==> src/rtl/fourtwo_priority_encoder_sync.sv <==
// fourtwo_priority_encoder_sync
//   Synchronises, debounces and priority-encodes four raw request lines
//   (buttons/switches). Each 0000 -> nonzero press of the debounced vector
//   produces one report (code/multi) held with valid until ack.
//
// Ports
//   clk      system clock, all state on rising edge
//   rst      asynchronous active-high reset
//   din      raw request lines, din[3] highest priority
//   ack      downstream consumed the report (only honoured while valid=1)
//   code     index of highest set bit of the accepted press
//   valid    code/multi valid, held until ack
//   multi    more than one line was set in the accepted press
//   overrun  sticky; a press was dropped while a report was pending
//
// state   | meaning
// --------+-----------------------------------------------------------
// IDLE    | waiting for debounced vector to go 0000 -> nonzero
// REPORT  | valid=1, code/multi held until ack
// RELEASE | report consumed, waiting for debounced vector to return to 0000
module fourtwo_priority_encoder_sync #(
   parameter int DEBOUNCE_CYCLES = 4,
   parameter int CNT_W           = 8
) (
   input  logic       clk,
   input  logic       rst,
   input  logic [3:0] din,
   input  logic       ack,
   output logic [1:0] code,
   output logic       valid,
   output logic       multi,
   output logic       overrun
);

   localparam logic [CNT_W-1:0] CNT_MAX  = CNT_W'(DEBOUNCE_CYCLES);
   localparam logic [CNT_W-1:0] CNT_LOAD = CNT_W'(DEBOUNCE_CYCLES - 1);

   typedef enum logic [1:0] {
      IDLE    = 2'd0,
      REPORT  = 2'd1,
      RELEASE = 2'd2
   } state_t;

   logic [3:0]       r_s1;
   logic [3:0]       r_s;
   logic [3:0]       r_s_prev;
   logic [CNT_W-1:0] r_cnt;
   logic [3:0]       r_deb;
   logic [3:0]       r_deb_d;

   state_t           r_state;
   state_t           w_state_nxt;
   logic             w_load;
   logic             w_clr_valid;
   logic             w_set_ovr;

   logic             w_press;
   logic [1:0]       w_code;
   logic             w_multi;

   logic [1:0]       r_code;
   logic             r_valid;
   logic             r_multi;
   logic             r_overrun;

   // Synchroniser, debounce counter and debounced vector history
   always_ff @(posedge clk or posedge rst) begin
      if (rst) begin
         r_s1     <= '0;
         r_s      <= '0;
         r_s_prev <= '0;
         r_cnt    <= '0;
         r_deb    <= '0;
         r_deb_d  <= '0;
      end else begin
         r_s1     <= din;
         r_s      <= r_s1;
         r_s_prev <= r_s;
         r_deb_d  <= r_deb;
         if (r_s != r_s_prev) begin
            r_cnt <= '0;
         end else begin
            if (r_cnt != CNT_MAX)
               r_cnt <= r_cnt + 1'b1;
            // Counter saturates above the load point, so deb loads only once per stable run
            if (r_cnt == CNT_LOAD)
               r_deb <= r_s;
         end
      end
   end

   // Press is seen one edge after deb rises; this sets the overall latency
   assign w_press = (r_deb_d == 4'b0000) && (r_deb != 4'b0000);

   always_comb begin
      w_code = 2'd0;
      if (r_deb[3])
         w_code = 2'd3;
      else if (r_deb[2])
         w_code = 2'd2;
      else if (r_deb[1])
         w_code = 2'd1;
   end

   assign w_multi = ($countones(r_deb) > 1);

   always_ff @(posedge clk or posedge rst) begin
      if (rst)
         r_state <= IDLE;
      else
         r_state <= w_state_nxt;
   end

   always_comb begin
      w_state_nxt = r_state;
      w_load      = 1'b0;
      w_clr_valid = 1'b0;
      w_set_ovr   = 1'b0;
      case (r_state)
         IDLE: begin
            if (w_press) begin
               w_load      = 1'b1;
               w_state_nxt = REPORT;
            end
         end
         REPORT: begin
            if (ack) begin
               w_clr_valid = 1'b1;
               w_state_nxt = (r_deb == 4'b0000) ? IDLE : RELEASE;
            end else if (w_press) begin
               w_set_ovr = 1'b1;
            end
         end
         RELEASE: begin
            if (r_deb == 4'b0000)
               w_state_nxt = IDLE;
         end
         default: w_state_nxt = IDLE;
      endcase
   end

   always_ff @(posedge clk or posedge rst) begin
      if (rst) begin
         r_code    <= 2'd0;
         r_valid   <= 1'b0;
         r_multi   <= 1'b0;
         r_overrun <= 1'b0;
      end else begin
         if (w_load) begin
            r_code  <= w_code;
            r_multi <= w_multi;
            r_valid <= 1'b1;
         end else if (w_clr_valid) begin
            r_valid <= 1'b0;
         end
         if (w_set_ovr)
            r_overrun <= 1'b1;
      end
   end

   assign code    = r_code;
   assign valid   = r_valid;
   assign multi   = r_multi;
   assign overrun = r_overrun;

endmodule

==> config.mk <==
export PLATFORM = sky130hd
export DESIGN_NAME = fourtwo_priority_encoder_sync
export DESIGN_NICKNAME = d
export VERILOG_FILES = /design/src/rtl/fourtwo_priority_encoder_sync.sv
export SDC_FILE = /design/constraint.sdc
export NUM_CORES = 1
export LEC_CHECK = 0
export BUFFER_PORTS_ARGS = -buffer_cell sky130_fd_sc_hd__buf_2
export CAP_MARGIN = 40
export CORE_UTILIZATION = 40
export DETAILED_ROUTE_END_ITERATION = 6
export GPL_ROUTABILITY_DRIVEN = 0
export PLACE_DENSITY = 0.66
export SYNTH_ARGS = -nofsm -noshare
export SYNTH_HDL_FRONTEND = slang
export SYNTH_SLANG_ARGS = --single-unit
==> constraint.sdc <==
create_clock -name clk -period 2.6 [get_ports clk]
set_input_delay 0.13 -clock clk [delete_from_list [all_inputs] [get_ports clk]]
set_output_delay 0.13 -clock clk [all_outputs]
set_load 0.01 [all_outputs]
---- After elaboration in Yosys (flattened, before gate mapping) ----
Index checks and enable logic that the tools add are counted.
W data, S select, Z words.
word-level totals
  logic and storage cells ................. 52
  bits of input ports ..................... 7
  flip-flop bits (word level) ............. 35
  output and inout port bits .............. 5
operators by class
  bitwise operators ....................... 1
  muxes and demuxes ....................... 18
  order comparisons ....................... 1
  equality and inequality tests ........... 8
  add/subtract/negate cells ............... 4
  reductions and logical operators ........ 9
operators by type and width
  operator               number
  $mux W8                2
  $mux W2                6
  $mux W1                9
  $add A8 B1 Y8 const B  1
  $eq A8 B2 Y1 const B   1
  $logic_not A4 Y1       2
  $ne A8 B3 Y1 const B   1
  $ne A2 B2 Y1 const B   3
  $pmux W2 S3            1
  $add A1 B1 Y2          2
  $ne A4 B4 Y1           1
  $reduce_bool A2 Y1     2
  $reduce_bool A4 Y1     1
  $add A2 B2 Y3          1
  $gt A3 B1 Y1 const B   1
  $reduce_and A3 Y1      1
  $eq A2 B1 Y1 const B   1
  $eq A2 B2 Y1 const B   1
  $logic_not A2 Y1       1
  $reduce_and A2 Y1      1
  $logic_and A1 B1 Y1    1
  $not A1 Y1             1

---- Logic depth before layout (Yosys ltp) ----
Gate-level depths: netlist (run 1).
  word-level depth ........................ 5
  depth in mapped cells ................... 5
  mapped depth without buffers ............ 5

---- Worst setup path before layout (run 1) ----
Ideal clock, no wire load.
  kind .................................... register to register
  from .................................... register r_deb_d[1]
  to ...................................... register r_code[0], in the netlist code[0]
  cell stages (with the launch flop) ...... 5
  buffers on the path ..................... 0
  arrival time ............................ 1641 ps
  setup time .............................. 125 ps
  setup slack ............................. 833 ps
  cells stage by stage .................... dfrtp_1 > or4_4 > or3_4 > nand2b_4 > mux2_4
on the way
  word-level cells in the longest chain between the ends .. 4
RTL lines
  what                      line  text
  start: declaration        49    logic [3:0] r_deb_d;
  start signal: assignment  79    r_deb_d <= r_deb;
  $logic_not A4 Y1          93    assign w_press = (r_deb_d == 4'b0000) && (r_deb != 4'b0000);
  $logic_and A1 B1 Y1       93
  $mux W1                   121   if (w_press) begin
  $mux W1                   119   case (r_state)
  end signal: assignment    150   r_code <= w_code;
  end: declaration          61    logic [1:0] r_code;
Every way passes these cells.
A chain may end at the register's enable or synchronous reset.

---- Final worst setup path (run 1) ----
  from .................................... register r_s[1]
  to ...................................... register r_deb[2]
on the way
  word-level cells in the longest chain between the ends .. 3
RTL lines
  what                         line  text
  start: declaration           45    logic [3:0] r_s;
  start signal: assignment     77    r_s <= r_s1;
  $ne A4 B4 Y1                 80    if (r_s != r_s_prev) begin
  $not A1 Y1 (no line)         --
  $reduce_and A2 Y1 (no line)  --
  end signal: assignment       87    r_deb <= r_s;
  end: declaration             48    logic [3:0] r_deb;
Every way passes these cells.

==> flow_metrics.py, run 1 <==
metrics = {
    "detailed_routing": {
        "drt_pass1_iterations": 4,
        "drtIter0Drc": 30,
        "drt-wirelength-per-cell_um": 12.04,
        "routed_wl_mm": 2.191,
        "vias_per_cell": 4.764,
        "ant_nets": 0,
        "drc": 0,
        "num_vias": 867,
    },
    "critical_path": {
        "crit_path_end": "r_deb[2]$_DFFE_PP0P_",
        "reg2reg_slack_ps": 750,
        "crit_fanout": 9,
        "crit_chain": "xnor2_1 > nand4_1 > nor2_1 > mux2_2",
        "cp.depth": 4,
        "cp.arrival_ps": 2070,
        "critPathKind": "reg -> reg",
        "r2r_cells": 4,
        "endpoint_kind": "flop",
        "required_ps": 2820,
        "cpPeakStageDelay_ps": 420,
        "startpoint": "r_s[1]$_DFF_PP0_",
        "path_buf_inv": 0,
        "r2r_start": "r_s[1]$_DFF_PP0_",
        "worst_path_dominant_cell_family": "simple AND/OR/NAND/NOR gates",
        "crit_path_start_kind": "flop",
        "crit_slowest_cell": "dfrtp_1",
        "crit-reg2reg-capture": "r_deb[2]$_DFFE_PP0P_",
    },
    "synth": {
        "synthFlopType": "dfrtp_1",
        "synth_nets": 123,
        "syn_area_um2": 1384,
        "ys_seq_area_share_pct": 63.29,
        "synthCells": 112,
        "avgSynthCellArea_um2": 12.36,
        "synth_cell_types": 25,
        "yosysWarnings": 0,
        "synth_edf_count": 0,
        "synth_async_sr_flop_share_pct": 100.0,
        "ys_ff_latch": 35,
    },
    "global_routing": {
        "grt-ovfl-total": 0,
        "grt_pass1_vias": 909,
        "track_usage_pct": 14.91,
        "antenna_found_initial": 0,
        "grt_start_max_net_pins": 15,
        "grt_pass1_wl_mm": 3.850,
    },
    "cts": {
        "post_cts_resize_count": 0,
        "htreeDepth": 2,
        "tritoncts": "built",
        "numCtsBuffers": 5,
        "cts_root_buffer": "clkbuf_4",
        "clk_latency_ps": 330,
        "clock-sinks": 35,
        "clkTransAtPathRegs_ps": 110,
        "clockBufferDepth": 2,
    },
    "cells_and_area": {
        "fillers": 293,
        "areaGrowthSynthToFinish_pct": 17.36,
        "drive_above_1_share_pct": 22.46,
        "stdcell_area_um2": 1624,
        "antennaDiodeCount": 0,
        "fin_cells": 182,
        "layout.nets": 148,
    },
    "power": {
        "peakVddDrop_v": 0.0003972,
        "power.total_mw": 0.8873,
        "p_per_area_nw_per_um2": 546.4,
        "leakage_nw": 0.7405,
    },
    "sta": {
        "relSlewSlack_pct": 71.40,
        "fin_skew_ps": 4.155,
        "setup-violations-final": 0,
        "fin_crit_sh_pct": 71.07,
        "finalSetupTns_ps": 0,
        "min_period_ps": 1848,
        "finalMaxSlewViolations": 0,
        "worst_slew_pin_slew_ps": 428.5,
        "hold_viol": 0,
        "rsz0062_at_grt": "false",
        "max_freq_mhz": 541.2,
    },
    "placement": {
        "dp_hpwl_mm": 1.591,
        "placed_area_um2": 1516,
        "placedCellCount": 169,
        "portBuffers": 11,
    },
    "status": {
        "status": "finished clean",
    },
    "die": {
        "chipWidth_um": 60.82,
        "start_util_pct": 43.54,
        "die_y_um": 60.82,
        "coreArea_um2": 3178,
        "num_rows": 20,
        "die-area_um2": 3699,
        "io_pins": 12,
    },
    "job": {
        "drv_cap": 0,
    },
    "min_path": {
        "hold_path.class": "in -> reg",
        "hp-start": "ack",
    },
}
state kept, by name (all words and copies together) (netlist names):
name      flops
r_cnt         8
r_deb_d       4
r_state       2
valid         1
multi         1
r_s           4
r_s1          4
r_s_prev      4
overrun       1
code          2
r_deb         4
final cells by class:
class | instances | area, µm² | share of cell area, %
timing repair buffer | 18 | 127.6 | 7.858
multi-input combinational | 69 | 478.0 | 29.43
inverter | 8 | 30.03 | 1.849
clock buffer | 5 | 37.54 | 2.311
sequential | 35 | 875.8 | 53.93
clock inverter | 3 | 20.02 | 1.233
tap | 44 | 55.05 | 3.390
tightest hold or removal path: cells and delay by family:
family	cells	cell delay, ps
AO/OA/AOI/OAI	2	130
buffers and inverters	2	150
logic make-up (layout without fill, tap and decap cells):
| logic type | Yosys count | after routing | synth area share, % |
|---|---|---|---|
| simple gates | 35 | 35 | 12.84 |
| flops | 35 | 35 | 63.29 |
| xor+xnor | 8 | 8 | 5.063 |
| buf+inv | 8 | 34 | 2.170 |
| fa+ha+maj | 4 | 4 | 4.159 |
| mux | 8 | 8 | 6.962 |
| compound gates | 14 | 14 | 5.516 |
layout by cell type, fill, tap and decap left out, drive strengths merged:
| master | instances |
|---|---|
| nand2 | 8 |
| nor2 | 14 |
| o21ai | 7 |
| fa | 1 |
| a21o | 1 |
| nand4 | 2 |
| a31oi | 1 |
| mux2i | 1 |
| clkinvlp | 2 |
| or4 | 1 |
| dlygate4sd3 | 5 |
| xnor2 | 7 |
| clkinv | 1 |
| clkbuf | 5 |
| nand2b | 1 |
| buf | 13 |
| or3 | 2 |
| ha | 3 |
| nand3 | 2 |
| nand4b | 1 |
| dfrtp | 35 |
| xor2 | 1 |
| inv | 8 |
| nor2b | 1 |
| nor3 | 3 |
| a21oi | 4 |
| mux2 | 7 |
| a211oi | 1 |
report_power, final:
| part | total [mW] | leakage, nW | switching (mW) | internal, mW |
|---|---|---|---|---|
| Clock | 0.284 | 0.0272 | 0.181 | 0.103 |
| Combinational | 0.0408 | 0.258 | 0.0212 | 0.0197 |
| Sequential | 0.563 | 0.456 | 0.00708 | 0.556 |
cell usage after synthesis, types with 2 or more instances:
library cell / n / area (µm²)
dfrtp_1: 35 / 875.8
nor2_1: 14 / 52.55
inv_1: 8 / 30.03
nand2_1: 8 / 30.03
o21ai_0: 7 / 35.03
xnor2_1: 7 / 61.31
mux2_2: 5 / 56.30
a21oi_1: 4 / 20.02
ha_1: 3 / 37.54
nor3_1: 3 / 15.01
mux2_4: 2 / 30.03
nand3_1: 2 / 10.01
nand4_1: 2 / 12.51
per-layer routing:
| layer | share of wire (%) | track usage, % |
|---|---|---|
| met5 | 0 | 0 |
| met4 | 0.91 | 6.818 |
| met3 | 2.3 | 5.757 |
| met2 | 51 | 24.33 |
| met1 | 46 | 17.46 |
how the worst min path moves through the flow:
stage | endpoint | slack [ps] | depth (start not counted)
after CTS | valid$_DFFE_PP0P_ | 80 | 4
after global routing | overrun$_DFFE_PP0P_ | 120 | 3
after global placement | r_s1[3]$_DFF_PP0_ | 240 | 1
after floorplan | r_s1[0]$_DFF_PP0_ | 160 | 0
final | valid$_DFFE_PP0P_ | 120 | 4
after detailed placement | overrun$_DFFE_PP0P_ | 140 | 2
stage by stage:
| stage | hold WS [ps] | util (%) | worst slack (ps) |
|---|---|---|---|
| finish | 118.4 | 51.10 | 752.2 |
| global route | 124.6 | 51.10 | 635.3 |
| CTS | 83.94 | 51.10 | 751.1 |
| detailed placement | 135.9 | 47.72 | 754.5 |
| global placement | 239.9 | 47.24 | 794.5 |
| floorplan | 161.4 | - | 833.4 |
repair_timing:
| item | in CTS | in global routing |
|---|---|---|
| endpoints found under the hold margin | 11 | 0 |
| setup buffers | 0 | 0 |
| hold buffers | 5 | 0 |
(Power assumes the default switching activity.)
==> run 2, diff against run 1 <==
Clock period 2.6 ns to 1.76 ns, I/O delays scaled along.
==> run 2 against run 1 <==
The run now ends with setup timing left. Combinational power up 43%. Hold slack worse by 59 ps. Power up 53%. Worst setup slack worse by 790 ps. Register-to-register slack worse by 790 ps. Sequential share of layout area down 1.1 points. Cell count up 2.2%. Flip-flop and latch count unchanged. Critical endpoint is now code[0]$_DFFE_PP0P_. Largest cell class unchanged.
==> flow_metrics.py, run 2 (synthesis results as in run 1) <==
metrics = {
    "placement": {
        "post-place-ws_ps": -34.58,
        "placedCellCount": 172,
        "placed_area_um2": 1531,
        "portBuffers": 11,
        "dp_hpwl_mm": 1.490,
    },
    "power": {
        "p_per_area_nw_per_um2": 820.2,
        "peakVddDrop_v": 0.0005530,
        "leakage_nw": 0.7651,
    },
    "cells_and_area": {
        "stdcell_area_um2": 1657,
        "multiInputGateArea_um2": 478.0,
        "top_register": "r_cnt",
        "fillers": 300,
        "fin_cells": 186,
        "final_cell_mix": "35 x dfrtp_1, 14 x nor2_1, 11 x buf_2",
        "antennaDiodeCount": 0,
        "seq_area_um2": 875.8,
        "areaGrowthSynthToFinish_pct": 19.71,
        "largest_reg_flops": 8,
        "drive_above_1_share_pct": 24.65,
        "utilization_pct": 52.13,
        "layout.nets": 152,
        "layout.cells.most_common": "dfrtp_1",
    },
    "cts": {
        "clockBufferDepth": 2,
        "cts_root_buffer": "clkbuf_4",
        "htreeDepth": 2,
        "tritoncts": "built",
        "numCtsBuffers": 5,
        "clock-sinks": 35,
        "clkTransAtPathRegs_ps": 110,
        "clk_latency_ps": 330,
    },
    "job": {
        "drv_cap": 0,
    },
    "die": {
        "start_util_pct": 43.54,
        "num_rows": 20,
        "die_y_um": 60.82,
        "chipWidth_um": 60.82,
        "coreArea_um2": 3178,
        "io_pins": 12,
        "die-area_um2": 3699,
    },
    "sta": {
        "finalMaxSlewViolations": 0,
        "fin_crit_sh_pct": 102.2,
        "max_freq_mhz": 556.2,
        "hold_viol": 0,
        "rsz0062_at_grt": "true",
        "fin_ws_ps": -37.99,
        "setup-violations-final": 2,
        "fin_skew_ps": 4.258,
        "min_period_ps": 1798,
        "worst_slew_pin_slew_ps": 418.5,
        "relSlewSlack_pct": 72.10,
    },
    "critical_path": {
        "crit_path_start_kind": "flop",
        "endpoint_kind": "flop",
        "required_ps": 1990,
        "cp.arrival_ps": 2030,
        "crit_chain": "or4_4 > or3_4 > nand2b_4 > mux2_4",
        "crit_slowest_cell": "or4_4",
        "worst_path_dominant_cell_family": "simple AND/OR/NAND/NOR gates",
        "critPathKind": "reg -> reg",
        "crit_fanout": 2,
        "path_buf_inv": 0,
        "cpPeakStageDelay_ps": 530,
    },
    "global_routing": {
        "grt_pass1_wl_mm": 3.864,
        "track_usage_pct": 15.36,
        "grt-ovfl-total": 0,
        "grt_pass1_vias": 909,
        "antenna_found_initial": 0,
        "grt_start_max_net_pins": 36,
    },
    "detailed_routing": {
        "num_vias": 869,
        "routed_wl_mm": 2.162,
        "drt_pass1_iterations": 3,
        "drtIter0Drc": 15,
        "drt-wirelength-per-cell_um": 11.62,
        "drc": 0,
        "ant_nets": 0,
        "vias_per_cell": 4.672,
    },
    "min_path": {
        "hold_path.class": "in -> reg",
    },
    "status": {
        "violations": "setup timing",
        "status": "finished, violations left",
    },
}
[run 2: per-stage QoR]
stage | TNS [ps] | power [mW] | hold WS, ps
final | -73.27 | 1.359 | 59.74
after global placement | -14.54 | 0.8961 | 197.6
after floorplan | -13.14 | 0.8758 | 119.4
after CTS | -79.29 | 1.381 | 47.87
after global routing | -214.3 | 1.435 | 78.47
after detailed placement | -67.22 | 0.8988 | 197.7
[run 2: final cells by class]
cell class / instances / share of cell area, %
Inverter: 8 / 1.813
Multi-Input combinational cell: 69 / 28.85
Clock buffer: 6 / 3.097
Timing Repair Buffer: 22 / 9.063
Tap cell: 44 / 3.323
Clock inverter: 2 / 0.9819
Sequential cell: 35 / 52.87
[run 2: report_power, final]
part,internal [mW],leakage [nW],switching (mW)
logic,0.0282,0.275,0.0302
clock network,0.197,0.0345,0.273
registers,0.821,0.456,0.0103
total,1.05,0.765,0.313
[run 2: path summary, 6_finish.rpt]
kind / slack, ps / start / depth (start not counted) / end
setup / recovery: -40 / r_deb_d[1]$_DFF_PP0_ / 4 / code[0]$_DFFE_PP0P_
hold / removal: 60 / ack / 4 / valid$_DFFE_PP0P_
setup reg to reg: -40 / r_deb_d[1]$_DFF_PP0_ / 4 / code[0]$_DFFE_PP0P_
hold reg to reg: 360 / r_s1[3]$_DFF_PP0_ / 0 / r_s[3]$_DFF_PP0_
max in group asynchronous: 1090 / rst / 4 / r_deb[2]$_DFFE_PP0P_
min in group asynchronous: 370 / rst / 4 / r_cnt[5]$_DFFE_PP0P_
[run 2: worst min-delay path, delay by kind of cell]
kind,cells,cell delay [ps]
compound gates,2,110
buf+inv,2,160
[run 2: per-layer routing]
layer  part of all wire, %  vias up  GRT usage (%)
met1                    45      417          17.29
met5                     0        -              0
li1                      -      431              -
met4                   2.7        0          10.39
met3                   3.3        8          6.397
met2                    49       13          23.86
[run 2: what timing repair did]
item | CTS | global route
endpoints found under the hold margin | 39 | 0
hold buffers | 5 | 0
buffers inserted | 1 | 0
setup endpoints to repair | 2 | 4
gates resized for setup | 0 | 1
